`src/rtl/uart_pwm_cmd_ctrl_pkg.sv`:
```
// Shared types and constants for the UART-to-PWM command sequencer.
// The inter-byte timeout defaults to 20 UART bit periods.
package uart_pwm_cmd_ctrl_pkg;

    typedef enum logic [1:0] {
        S_IDLE = 2'd0,
        S_CHAN = 2'd1,
        S_DUTY = 2'd2,
        S_CSUM = 2'd3
    } state_t;

    localparam logic [7:0] DEF_SYNC_BYTE = 8'hA5;
    localparam logic [7:0] DEF_ACK_BYTE  = 8'h06;
    localparam logic [7:0] DEF_NAK_BYTE  = 8'h15;

    localparam int unsigned TIMEOUT_BIT_PERIODS = 20;

    function automatic int unsigned timeout_clks(input int unsigned clks_per_bit);
        return clks_per_bit * TIMEOUT_BIT_PERIODS;
    endfunction

endpackage

```
`src/rtl/uart_pwm_cmd_ctrl_timer.sv`:
```
// Loadable down-counter: restart reloads, enable counts down, and expire
// pulses when an enabled count sits at zero with no restart that cycle.
module uart_frame_timer #(
    parameter int unsigned WIDTH = 13
) (
    input  logic             clk,
    input  logic             rst,
    input  logic             restart,
    input  logic             enable,
    input  logic [WIDTH-1:0] load_value,
    output logic             expire
);

    logic [WIDTH-1:0] count;

    always_ff @(posedge clk or posedge rst) begin
        if (rst) begin
            count <= '0;
        end else if (restart) begin
            count <= load_value;
        end else if (enable && (count != '0)) begin
            count <= count - WIDTH'(1);
        end
    end

    // restart has priority so a byte arriving on the expiry cycle wins
    assign expire = enable && !restart && (count == '0);

endmodule

```
`src/rtl/uart_pwm_cmd_ctrl.sv`:
```
// Parses SYNC/CHAN/DUTY/CSUM frames from uart_rx, writes the PWM duty file on
// a good checksum, queues ACK/NAK for uart_tx and counts errors.
module uart_pwm_cmd_ctrl
    import uart_pwm_cmd_ctrl_pkg::*;
#(
    parameter int unsigned CLKS_PER_BIT = 217,
    parameter int unsigned TIMEOUT_CLKS = timeout_clks(CLKS_PER_BIT),
    parameter logic [7:0]  SYNC_BYTE    = DEF_SYNC_BYTE,
    parameter logic [7:0]  ACK_BYTE     = DEF_ACK_BYTE,
    parameter logic [7:0]  NAK_BYTE     = DEF_NAK_BYTE
) (
    input  logic       i_Clock,
    input  logic       i_Reset,
    input  logic       i_RX_DV,
    input  logic [7:0] i_RX_Byte,
    input  logic       i_TX_Active,
    output logic       o_TX_DV,
    output logic [7:0] o_TX_Byte,
    output logic       o_Wr_En,
    output logic [7:0] o_Wr_Addr,
    output logic [7:0] o_Wr_Data,
    output logic [7:0] o_Err_Count,
    output logic       o_Busy
);

    localparam int unsigned TW = $clog2(TIMEOUT_CLKS + 1);

    state_t     state, next_state;
    logic [7:0] chan, duty;
    logic       pending;
    logic       csum_ok, csum_bad, timeout;

    uart_frame_timer #(.WIDTH(TW)) u_timer (
        .clk        (i_Clock),
        .rst        (i_Reset),
        .restart    (i_RX_DV),
        .enable     (state != S_IDLE),
        .load_value (TW'(TIMEOUT_CLKS - 1)),
        .expire     (timeout)
    );

    always_ff @(posedge i_Clock or posedge i_Reset) begin
        if (i_Reset) state <= S_IDLE;
        else         state <= next_state;
    end

    always_comb begin
        next_state = state;
        csum_ok    = 1'b0;
        csum_bad   = 1'b0;
        case (state)
            S_IDLE: if (i_RX_DV && (i_RX_Byte == SYNC_BYTE)) next_state = S_CHAN;
            S_CHAN: if (i_RX_DV) next_state = S_DUTY;
            S_DUTY: if (i_RX_DV) next_state = S_CSUM;
            S_CSUM: begin
                if (i_RX_DV) begin
                    next_state = S_IDLE;
                    csum_ok    = (i_RX_Byte == (chan ^ duty));
                    csum_bad   = !csum_ok;
                end
            end
            default: next_state = S_IDLE;
        endcase
        if (timeout) next_state = S_IDLE;
    end

    always_ff @(posedge i_Clock or posedge i_Reset) begin
        if (i_Reset) begin
            chan        <= '0;
            duty        <= '0;
            o_Wr_En     <= 1'b0;
            o_Wr_Addr   <= '0;
            o_Wr_Data   <= '0;
            pending     <= 1'b0;
            o_TX_Byte   <= '0;
            o_Err_Count <= '0;
        end else begin
            if (i_RX_DV && (state == S_CHAN)) chan <= i_RX_Byte;
            if (i_RX_DV && (state == S_DUTY)) duty <= i_RX_Byte;

            o_Wr_En <= csum_ok;
            if (csum_ok) begin
                o_Wr_Addr <= chan;
                o_Wr_Data <= duty;
            end

            // a fresh response overwrites one still waiting for the transmitter
            if (csum_ok || csum_bad) begin
                pending   <= 1'b1;
                o_TX_Byte <= csum_ok ? ACK_BYTE : NAK_BYTE;
            end else if (pending && !i_TX_Active) begin
                pending <= 1'b0;
            end

            if ((csum_bad || timeout) && (o_Err_Count != 8'hFF))
                o_Err_Count <= o_Err_Count + 8'd1;
        end
    end

    assign o_TX_DV = pending && !i_TX_Active;
    assign o_Busy  = (state != S_IDLE);

endmodule

```
`config.mk`:
```
export PLATFORM = sky130hd
export DESIGN_NAME = uart_pwm_cmd_ctrl
export DESIGN_NICKNAME = d
export VERILOG_FILES = /design/src/rtl/uart_pwm_cmd_ctrl_pkg.sv /design/src/rtl/uart_pwm_cmd_ctrl_timer.sv /design/src/rtl/uart_pwm_cmd_ctrl.sv
export SDC_FILE = /design/constraint.sdc
export NUM_CORES = 1
export LEC_CHECK = 0
export CAP_MARGIN = 20
export CORE_MARGIN = 2
export CORE_UTILIZATION = 43
export CTS_CLUSTER_SIZE = 24
export DETAILED_ROUTE_END_ITERATION = 10
export DONT_BUFFER_PORTS = 1
export REMOVE_ABC_BUFFERS = 1
export SKIP_LAST_GASP = 1
export SLEW_MARGIN = 20
export SYNTH_ARGS = -nofsm -noshare
export SYNTH_HDL_FRONTEND = slang
export SYNTH_SLANG_ARGS = --single-unit
```
`constraint.sdc`:
```
create_clock -name i_Clock -period 2.3 [get_ports i_Clock]
set_input_delay 0.345 -clock i_Clock [delete_from_list [all_inputs] [get_ports i_Clock]]
set_output_delay 0.345 -clock i_Clock [all_outputs]
set_load 0.05 [all_outputs]
```
# After elaboration in Yosys (flattened, before gate mapping)
# Cells that the tools add are included.
[totals] reg_bits=65 input_bits=12
[classes] n_addsub=2 n_eq_ne=10 mux=15 bitwise_logic=1 reduce_logical=20
[ops] cell="13-bit 2-to-1 mux" n=2
[ops] cell="13-bit logical NOT" n=1
[ops] cell="13-bit nonzero test" n=1
[ops] cell="13-bit by 1-bit subtractor with 13-bit output, second input constant" n=1
[ops] cell="3-bit inequality test, second input constant" n=4
[ops] cell="2-bit 2-to-1 mux" n=5
[ops] cell="8-bit by 1-bit adder with 8-bit output, second input constant" n=1
[ops] cell="8-bit equality test" n=1
[ops] cell="8-bit equality test, second input constant" n=1
[ops] cell="1-bit logical AND" n=8
[ops] cell="8-bit inequality test, second input constant" n=1
[ops] cell="2-bit case mux with 4 select lines" n=1
[ops] cell="8-bit bitwise XOR" n=1
[ops] cell="1-bit 2-to-1 mux" n=6
[ops] cell="2-bit nonzero test" n=3
[ops] cell="5-bit 2-to-1 mux" n=1
[ops] cell="2-bit equality test, second input constant" n=2
[ops] cell="4-bit AND reduction" n=1
[ops] cell="1-bit logical NOT" n=3
[ops] cell="2-bit by 1-bit equality test with 1-bit output, second input constant" n=1
[ops] cell="2-bit logical NOT" n=1
[ops] cell="1-bit logical OR" n=2

# Longest topological paths before layout
# Gate-level depths: netlist of the first run.
[logic_depth] word_depth=7 depth_mapped=8

# Hierarchy
# Synthesis of the first run repeated with hierarchy kept, for this count alone.
[unflattened] cells_unflattened=257 hier_area_um2=3129.3
[modules_own_cells] module="uart_pwm_cmd_ctrl" n_inst=1 cells_each=167 area_each_um2=2313.5
[modules_own_cells] module="uart_frame_timer" n_inst=1 cells_each=90 area_each_um2=815.8

# Least setup slack after synthesis of the first run
# Ideal clock, no wire load.
[synth_path] path_kind="reg2reg" from="register u_timer.count[0]" to="register o_Err_Count[3]" t_arrival_ns=1.932 slack_ns=0.244 stages_incl_launch_ff=9 period_less_slack_ns=2.056 path_cell_list="dfrtp_1 -> inv_1 -> ha_1 -> nor2b_1 -> nand4_2 -> or3_1 -> buf_6 -> a21boi_0 -> mux2_2"
[synth_via] elab_chain_len=4
[synth_rtl] element="from (decl)" line="uart_pwm_cmd_ctrl_timer.sv:14" text="logic [WIDTH-1:0] count;"
[synth_rtl] element="from (signal assigned)" line="uart_pwm_cmd_ctrl_timer.sv:20" text="count <= load_value;"
[synth_rtl] element="from (signal assigned)" line="uart_pwm_cmd_ctrl_timer.sv:22" text="count <= count - WIDTH'(1);"
[synth_rtl] element="13-bit logical NOT" line="uart_pwm_cmd_ctrl_timer.sv:27" text="assign expire = enable && !restart && (count == '0);"
[synth_rtl] element="1-bit logical AND" line="uart_pwm_cmd_ctrl_timer.sv:27"
[synth_rtl] element="1-bit logical OR" line="uart_pwm_cmd_ctrl.sv:95" text="if ((csum_bad || timeout) && (o_Err_Count != 8'hFF))"
[synth_rtl] element="1-bit logical AND" line="uart_pwm_cmd_ctrl.sv:95"
[synth_rtl] element="to (signal assigned)" line="uart_pwm_cmd_ctrl.sv:96" text="o_Err_Count <= o_Err_Count + 8'd1;"
[synth_rtl] element="to (decl)" line="uart_pwm_cmd_ctrl.sv:22" text="output logic [7:0] o_Err_Count,"
# No other way between the ends.
# A chain may end at the register's enable or synchronous reset.

# Final worst setup path of the first run
[layout_path] from="register u_timer.count[1]" to="register o_Err_Count[4]"
# The elaborated chain is that of the path after synthesis.

==> results of run 1 <==
==> where the power goes <==
group / switching [uW] / internal (uW)
registers: 375 / 1340
logic: 741 / 732
clock network: 454 / 614
==> cells by family after synthesis <==
family                   count (synthesis)  share of synthesized area
AO/OA/AOI/OAI                           21                    0.05845
XOR/XNOR                                21                    0.09953
adder cells (fa/ha/maj)                  7                    0.02965
buffers and inverters                   18                    0.03431
flip-flops                              60                     0.5083
multiplexers                            37                     0.1402
other                                    1                   0.001269
AND/OR/NAND/NOR                         63                     0.1283
==> cells in the final DEF, fill, tap and decap left out, types with 3 or more instances in the layout <==
master    Yosys  final
clkinv_4      0      3
nand3_1       9      9
nand2b_1      6      6
nor2_1       11     11
xor2_1        8      8
xnor2_1       5      5
and3_1        4      4
ha_1          7      7
conb_1        1      4
nor3_1        3      3
mux2_2       35     35
inv_1         9      8
clkbuf_8      0      9
nand2_1      13     13
a21oi_1       3      3
buf_4         5     19
xnor3_1       8      8
dfrtp_1      60     60
nor2b_1       4      4
o21ai_0       3      3
==> metrics by stage <==
step / total power (uW) / hold slack, ns / instances
2_1_floorplan: 2907 / 0.4113 / 222
5_1_grt: 4531 / 0.03449 / 339
4_1_cts: 4327 / 0.03717 / 339
3_3_place_gp: 3211 / 0.2809 / 322
3_5_place_dp: 3236 / 0.2791 / 322
6_report: 4259 / 0.06060 / 339
==> cells in the mapped netlist (all sizes together), types with 2 or more instances <==
master | number | area, sq um
ha | 7 | 87.58
nand2 | 14 | 55.06
nand2b | 6 | 37.54
a211oi | 2 | 15.01
nor2b | 4 | 25.02
and3 | 4 | 25.02
inv | 9 | 33.78
nand3 | 9 | 45.04
mux2 | 35 | 394.1
nor2 | 11 | 41.29
nor4 | 3 | 48.80
nor3 | 4 | 25.02
a21boi | 4 | 33.78
dfrtp | 60 | 1501
nand4 | 2 | 25.02
buf | 7 | 60.06
xor2 | 8 | 70.07
o21ai | 3 | 15.01
a211o | 2 | 17.52
a21oi | 3 | 15.01
mux2i | 2 | 20.02
xnor3 | 8 | 180.2
clkbuf | 2 | 7.510
xnor2 | 5 | 43.79
==> worst max-delay path: cells and delay by family, from the launching register on <==
kind            cells  cell delay, ns
compound gates      1            0.19
fa+ha+maj           1            0.14
buf+inv             1            0.09
flops               1            0.39
mux                 1            0.35
simple gates        3            0.83
==> state kept, by name (all words and copies together), names as in the netlist <==
name and count:
chan 8, duty 8, o_Err_Count 8, o_TX_Byte 3
o_Wr_Addr 8, o_Wr_Data 8, o_Wr_En 1, pending 1
state 2, u_timer.count 13
==> repair_timing <==
action / 4_1_cts / 5_1_grt
setup endpoints to repair: 0 / 5
resized for setup: 0 / 1
endpoints found under the hold margin: 22 / 0
hold buffers: 1 / 0
==> routing by layer <==
| metal | vias to the layer above | track usage | wire (um) | part of all wire |
|---|---|---|---|---|
| li1 | 854 | - | - | - |
| met1 | 877 | 0.1968 | 2292 | 0.44 |
| met2 | 41 | 0.2339 | 2504 | 0.48 |
| met3 | 8 | 0.07109 | 324 | 0.063 |
| met4 | 0 | 0.05114 | 63 | 0.012 |
| met5 | - | 0 | 0 | 0 |
==> worst paths after layout <==
check	from	end	slack [ns]
max	u_timer.count[1]$_DFFE_PP0P_	o_Err_Count[4]$_DFFE_PP0P_	0.21
min	i_RX_DV	u_timer.count[8]$_DFFE_PP0P_	0.06
max reg2reg	u_timer.count[1]$_DFFE_PP0P_	o_Err_Count[4]$_DFFE_PP0P_	0.21
min reg2reg	pending$_DFFE_PP0P_	pending$_DFFE_PP0P_	0.48
max in group asynchronous	i_Reset	u_timer.count[9]$_DFFE_PP0P_	1.18
min in group asynchronous	i_Reset	o_Wr_Data[5]$_DFFE_PP0P_	0.47
==> final cells by class <==
class	instances	share of cell area
Sequential cell	60	0.4415
Clock buffer	9	0.03642
Tap cell	80	0.02943
Timing Repair Buffer	21	0.05077
Multi-Input combinational cell	153	0.4021
Clock inverter	7	0.02980
Inverter	9	0.009934
==> flow_summary.json, run 1 <==
{
  "die_h_um": 86.89,
  "whs_path_depth": 1,
  "yosysWarningCount": 0,
  "clk_latency_ns": 0.35,
  "drv_cap": 0,
  "clk_pin_slew_ns": 0.07,
  "grtUsageTotal": 0.1546,
  "die_x_um": 86.89,
  "ys_seq_elements": 60,
  "slowest_stage": "or3_4",
  "design_area_sq_um": 3401,
  "fillers": 603,
  "seq_area_sq_um": 1501,
  "htree_num_levels": 3,
  "grt_overflow": 0,
  "setup_violations": 0,
  "worstPathArrival_ns": 2.33,
  "power.density_nw_per_um2": 1252,
  "drive_above_1_share": 0.3127,
  "cp_slowest_stage_delay_ns": 0.40,
  "async_reset_ff_frac": 1.000,
  "place_congestion": 0.7554,
  "grt_max_degree": 25,
  "place_hpwl_mm": 3.678,
  "skew_ns": 0.01349,
  "rsz0062_at_grt": "false",
  "crit_fanout": 9,
  "placed_cell_area_sq_um": 3161,
  "grt_pass1_vias": 1829,
  "seq_area_frac_synth": 0.5083,
  "avgSynthCellArea_sq_um": 12.96,
  "finalWirelength_mm": 5.184,
  "syn_to_final_growth_pct": 15.12,
  "crit_path_end_kind": "flip-flop",
  "min_period_ns": 2.094,
  "dieArea_sq_um": 7549,
  "utilization": 0.5061,
  "num_io_pins": 47,
  "fmax_mhz": 477.6,
  "synthCells": 228,
  "ant_nets": 0,
  "vias": 1780,
  "synth_edf_count": 0,
  "setup-tns-final_ns": 0,
  "hold_viol": 0,
  "multi_input_area_sq_um": 1368,
  "fin_ws_ns": 0.2062,
  "drtPass1Iterations": 4,
  "status": "completed",
  "hp-class": "in -> reg",
  "post-cts-setup-buffers": 0,
  "cts.sinks": 60,
  "rr_worst_depth": 7,
  "grt_pass1_wl_mm": 8.804,
  "cts_tree": "built",
  "crit_chain": "inv_1, ha_1, nor2b_1, nand4_2, or3_4, a21boi_0, mux2_2",
  "antenna_found_initial": 0,
  "drt_iter0_drc": 63,
  "cts-root-buf": "clkbuf_8",
  "numCtsBuffers": 9,
  "floorplan.rows": 30,
  "required_ns": 2.53,
  "cts_buffer_depth": 2,
  "drcViolationCount": 0,
  "coreArea_sq_um": 6719,
  "start_util": 0.4397,
  "synth_flop_cell": "dfrtp_1",
  "pre_cts_ws_ns": 0.07724,
  "port_buffers": 0,
  "slew_violations": 0,
  "num_antenna_cells": 0,
  "post_synth_num_cell_types": 44,
  "p_leak_uw": 0.001600,
  "nets": 273,
  "wl_per_cell_um": 15.29,
  "start_kind": "flip-flop",
  "ir_drop_mv": 0.8812,
  "crit_type": "reg -> reg",
  "post-route-period-util": 0.9103,
  "syn_area_sq_um": 2954,
  "via_per_inst": 5.251
}
Power figures use the tool's default switching activity.
==> run 2: changes to the inputs <==
CELL_PAD_IN_SITES_DETAIL_PLACEMENT = 1   (was unset)
CELL_PAD_IN_SITES_GLOBAL_PLACEMENT = 2   (was unset)
PLACE_DENSITY_LB_ADDON = 0.1   (was unset)
==> run 2 against run 1 <==
Clock-buffer cell count stayed put. Sequential power about the same. Utilization down 0.22 points. Combinational power grew 3%. Maximum frequency decreased by 0.68%. Wire length increased by 19%. Via count is 3.4% higher. Largest cell class unchanged. Flip-flop and latch count is the same. Critical path depth unchanged. Largest power group unchanged. Design area down 0.44%. First-iteration DRC count down 54%.
==> flow_summary.json, run 2 (synthesis gave the netlist of run 1 again) <==
{
  "hold_viol": 0,
  "syn_to_final_growth_pct": 14.61,
  "cts_tree": "built",
  "start_util": 0.4397,
  "crit_type": "reg -> reg",
  "place_hpwl_mm": 4.536,
  "worstPathArrival_ns": 2.33,
  "slew_violations": 0,
  "start_kind": "flip-flop",
  "vias": 1841,
  "cts.sinks": 60,
  "dp.cells": 320,
  "crit_path_end_kind": "flip-flop",
  "holdWs_ns": 0.06281,
  "ir_drop_mv": 0.7102,
  "die_h_um": 86.89,
  "grtUsageTotal": 0.1777,
  "grt_pass1_vias": 2067,
  "port_buffers": 0,
  "worst_slew_pin_slew_ns": 0.5660,
  "skew_ns": 0.008794,
  "die_x_um": 86.89,
  "min_period_ns": 2.108,
  "largest_reg_flops": 13,
  "post-route-period-util": 0.9166,
  "floorplan.rows": 30,
  "setup_violations": 0,
  "place_congestion": 0.7780,
  "fmax_mhz": 474.4,
  "drt_iter0_drc": 29,
  "finalWirelength_mm": 6.159,
  "drive_above_1_share": 0.3113,
  "final_cells": 337,
  "hp-class": "in -> reg",
  "htree_num_levels": 3,
  "setup-tns-final_ns": 0,
  "wl_per_cell_um": 18.28,
  "antenna_found_initial": 0,
  "via_per_inst": 5.463,
  "final_common_cell": "dfrtp_1",
  "clk_pin_slew_ns": 0.07,
  "final_cell_mix": "dfrtp_1, mux2_2, buf_4, nand2_1, nor2_1",
  "rsz0062_at_grt": "false",
  "drv_cap": 0,
  "required_ns": 2.52,
  "relSlewSlack": 0.6227,
  "ant_nets": 0,
  "cts_buffer_depth": 2,
  "drtPass1Iterations": 4,
  "total_power_uw": 4331,
  "status": "completed",
  "grt_overflow": 0,
  "dieArea_sq_um": 7549,
  "grt_max_degree": 33,
  "grt_pass1_wl_mm": 10.23,
  "cts-root-buf": "clkbuf_8",
  "numCtsBuffers": 9,
  "nets": 271,
  "drcViolationCount": 0,
  "coreArea_sq_um": 6719,
  "largest_register": "u_timer.count",
  "num_antenna_cells": 0,
  "crit_fanout": 9,
  "p_leak_uw": 0.001594,
  "power.density_nw_per_um2": 1279,
  "clk_latency_ns": 0.34,
  "num_io_pins": 47,
  "post-cts-setup-buffers": 0
}
-- run 2: worst paths after layout --
kind	slack (ns)	start	to	cells after the start
worst min-delay path	0.06	i_RX_DV	u_timer.count[2]$_DFFE_PP0P_	1
max in group asynchronous	1.26	i_Reset	u_timer.count[11]$_DFFE_PP0P_	3
worst max-delay path	0.19	u_timer.count[0]$_DFFE_PP0P_	o_Err_Count[3]$_DFFE_PP0P_	7
worst max register to register	0.19	u_timer.count[0]$_DFFE_PP0P_	o_Err_Count[3]$_DFFE_PP0P_	7
min in group asynchronous	0.36	i_Reset	o_Wr_Addr[3]$_DFFE_PP0P_	2
worst min register to register	0.48	pending$_DFFE_PP0P_	pending$_DFFE_PP0P_	2
-- run 2: worst max-delay path, stage by stage (launching register included) --
cell      delay, ns
dfrtp_1        0.38
inv_1          0.12
ha_1           0.15
nor2b_2        0.22
nand4_2        0.14
or3_4          0.41
a21boi_0       0.21
mux2_2         0.36
-- run 2: cell type report --
class / count / area [sq um]
clock inverters: 7 / 98.84
flip-flops and latches: 60 / 1501
fillers: 706 / 3333
clock buffers: 9 / 123.9
multi-input cells: 153 / 1370
well taps: 80 / 100.1
repair buffers: 19 / 157.7
inverters: 9 / 33.78
-- run 2: timing repair --
action,4_1_cts,5_1_grt
gates resized for setup,1,1
hold buffers,1,0
endpoints found under the setup margin,1,5
hold endpoints to repair,8,0
-- run 2: stage by stage --
stage	utilization	setup WS, ns	instance area, sq um
floorplan	-	0.2011	2898
global placement	0.4682	0.1045	3146
detailed placement	0.4682	0.007678	3146
CTS	0.5032	0.08028	3381
global route	0.5039	0.03575	3386
finish	0.5039	0.1919	3386
-- run 2: layer usage --
metal,vias to the layer above,track usage,wire length (um),part of all wire
met3,8,0.05687,315,0.051
met4,0,0.07386,87,0.014
met1,947,0.2191,2582,0.42
met2,40,0.2880,3173,0.52
met5,-,0,0,0
li1,846,-,-,-
-- run 2: where the power goes --
group	leakage (uW)	switching, uW	internal, uW	total [uW]
registers	0.000744	397	1340	1740
clock network	0.000110	462	617	1080
logic	0.000740	787	726	1510
total	0.00159	1650	2680	4330
==> run 3: changes to the inputs <==
SETUP_SLACK_MARGIN = 0.2   (was unset)
==> run 3 against run 2 <==
Sequential power is essentially flat. Flip-flop and latch count is the same. Largest cell class unchanged. Utilization grew 3.6 points. Sequential share of layout area shrank 2.9 points. First-iteration DRC count grew 72%. Die area is the same. Wire length grew 8.7%.
==> flow_summary.json, run 3 (synthesis gave the netlist of run 1 again) <==
{
  "skew_ns": 0.007190,
  "die_h_um": 86.89,
  "cts.sinks": 60,
  "rsz0062_at_grt": "true",
  "crit_buf_inv": 2,
  "reg2reg_to": "o_Wr_Data[1]$_DFFE_PP0P_",
  "fmax_mhz": 477.9,
  "grt_overflow": 0,
  "design_area_sq_um": 3626,
  "relSlewSlack": 0.6207,
  "power_frac_clock": 0.238,
  "setup_violations": 0,
  "drtPass1Iterations": 4,
  "num_io_pins": 47,
  "wl_per_cell_um": 19.08,
  "slowest_stage": "xnor3_1",
  "grt_pass1_wl_mm": 10.28,
  "post-route-period-util": 0.9098,
  "vias": 1922,
  "r2r_start": "duty[5]$_DFFE_PP0P_",
  "fillers": 683,
  "num_antenna_cells": 0,
  "crit_path_end_kind": "flip-flop",
  "start_util": 0.4397,
  "syn_to_final_growth_pct": 22.74,
  "worst_slew_pin_slew_ns": 0.5690,
  "largest_register": "u_timer.count",
  "holdPathEnd": "u_timer.count[2]$_DFFE_PP0P_",
  "place_congestion": 0.7780,
  "setup-tns-final_ns": 0,
  "drv_cap": 0,
  "largest_reg_flops": 13,
  "port_buffers": 0,
  "pwr-share-comb": 0.377,
  "seqPwrFrac": 0.386,
  "seq_area_sq_um": 1503,
  "placed_cell_area_sq_um": 3146,
  "antenna_found_initial": 0,
  "coreArea_sq_um": 6719,
  "grt_pass1_vias": 2071,
  "ir_drop_mv": 0.7098,
  "p_sw_frac": 0.3845,
  "cts-root-buf": "clkbuf_8",
  "htree_num_levels": 3,
  "slew_violations": 0,
  "final_cells": 351,
  "final_common_cell": "dfrtp_1",
  "ant_nets": 0,
  "drcViolationCount": 0,
  "required_ns": 2.53,
  "status": "completed",
  "via_per_inst": 5.476,
  "place_hpwl_mm": 4.536,
  "numCtsBuffers": 9,
  "final_cell_mix": "dfrtp_1, buf_4, mux2_2, nand2_1, nor2_1",
  "finalWirelength_mm": 6.696,
  "die_x_um": 86.89,
  "worstPathArrival_ns": 2.32,
  "grt_max_degree": 33,
  "crit_fanout": 8,
  "grtUsageTotal": 0.1783,
  "cts_buffer_depth": 2,
  "crit_chain": "xnor3_1, nand4_4, nor4_4, buf_4, buf_12, mux2_2",
  "dp.cells": 320,
  "clk_latency_ns": 0.34,
  "rr_worst_depth": 6,
  "cts_tree": "built",
  "internal_power_uw": 2800,
  "cp_slowest_stage_delay_ns": 0.44,
  "multi_input_area_sq_um": 1481,
  "crit_family": "simple AND/OR/NAND/NOR gates",
  "ff2ff_setup_slack_ns": 0.21,
  "hold_viol": 0,
  "power.density_nw_per_um2": 1254,
  "floorplan.rows": 30,
  "nets": 285,
  "drive_above_1_share": 0.3911,
  "hp-class": "in -> reg",
  "crit_type": "reg -> reg",
  "switchingPower_uw": 1749,
  "p_leak_uw": 0.001676,
  "dieArea_sq_um": 7549,
  "min-delay-start": "i_RX_DV",
  "drt_iter0_drc": 50,
  "start_kind": "flip-flop",
  "whs_path_depth": 1,
  "clk_pin_slew_ns": 0.08,
  "min_period_ns": 2.093
}
-- run 3: worst register-to-register path: cells and delay by family, from the launching register on --
family,cells,cell delay (ns)
AND/OR/NAND/NOR,2,0.49
XOR/XNOR,1,0.44
flip-flops,1,0.39
multiplexers,1,0.35
buffers and inverters,2,0.30
-- run 3: layer usage --
layer	GRT usage	wire length (um)
met1	0.2203	2831
met2	0.2887	3473
met3	0.05687	277
met4	0.07386	114
met5	0	0
-- run 3: area by class of cell --
type / count / area share
flip-flops and latches: 60 / 0.4144
multi-input cells: 154 / 0.4086
repair buffers: 32 / 0.07868
clock buffers: 9 / 0.03416
well taps: 80 / 0.02761
clock inverters: 7 / 0.02726
inverters: 9 / 0.009317
-- run 3: per-stage QoR --
| stage | hold slack (ns) | total power (uW) | utilization | worst slack (ns) |
|---|---|---|---|---|
| after floorplan | 0.4113 | 2907 | - | 0.2011 |
| after global placement | 0.1417 | 3188 | 0.4682 | 0.1045 |
| after detailed placement | 0.1550 | 3294 | 0.4682 | 0.007678 |
| after CTS | 0.05134 | 4396 | 0.5050 | 0.1870 |
| after global routing | 0.05442 | 4783 | 0.5397 | 0.1522 |
| final | 0.06121 | 4549 | 0.5397 | 0.2074 |
-- run 3: how the worst max path moves through the flow --
stage	slack (ns)	to	depth (start not counted)	startpoint
3_5_place_dp	0.008	o_Err_Count[3]$_DFFE_PP0P_	7	u_timer.count[0]$_DFFE_PP0P_
3_3_place_gp	0.10	o_Err_Count[4]$_DFFE_PP0P_	7	u_timer.count[0]$_DFFE_PP0P_
2_1_floorplan	0.20	o_Wr_Addr[0]$_DFFE_PP0P_	4	duty[3]$_DFFE_PP0P_
4_1_cts	0.19	o_Err_Count[3]$_DFFE_PP0P_	7	u_timer.count[0]$_DFFE_PP0P_
6_report	0.21	o_Wr_Data[1]$_DFFE_PP0P_	6	duty[5]$_DFFE_PP0P_
5_1_grt	0.15	o_Err_Count[5]$_DFFE_PP0P_	7	u_timer.count[0]$_DFFE_PP0P_
-- run 3: what timing repair did --
item | in CTS | in global routing
pin swaps | 1 | 9
resized for setup | 2 | 28
setup buffers | 1 | 11
gates cloned | 0 | 2
hold buffers | 1 | 0
setup endpoints to repair | 9 | 23
hold endpoints to repair | 8 | 0
-- run 3: power by group through the flow --
stage	sequential, uW	clock [uW]	combinational, uW
final	1750	1080	1710
after global routing	1790	1140	1860
after CTS	1740	1100	1550
after detailed placement	1760	0	1530
after global placement	1730	0	1460
after floorplan	1870	0	1040
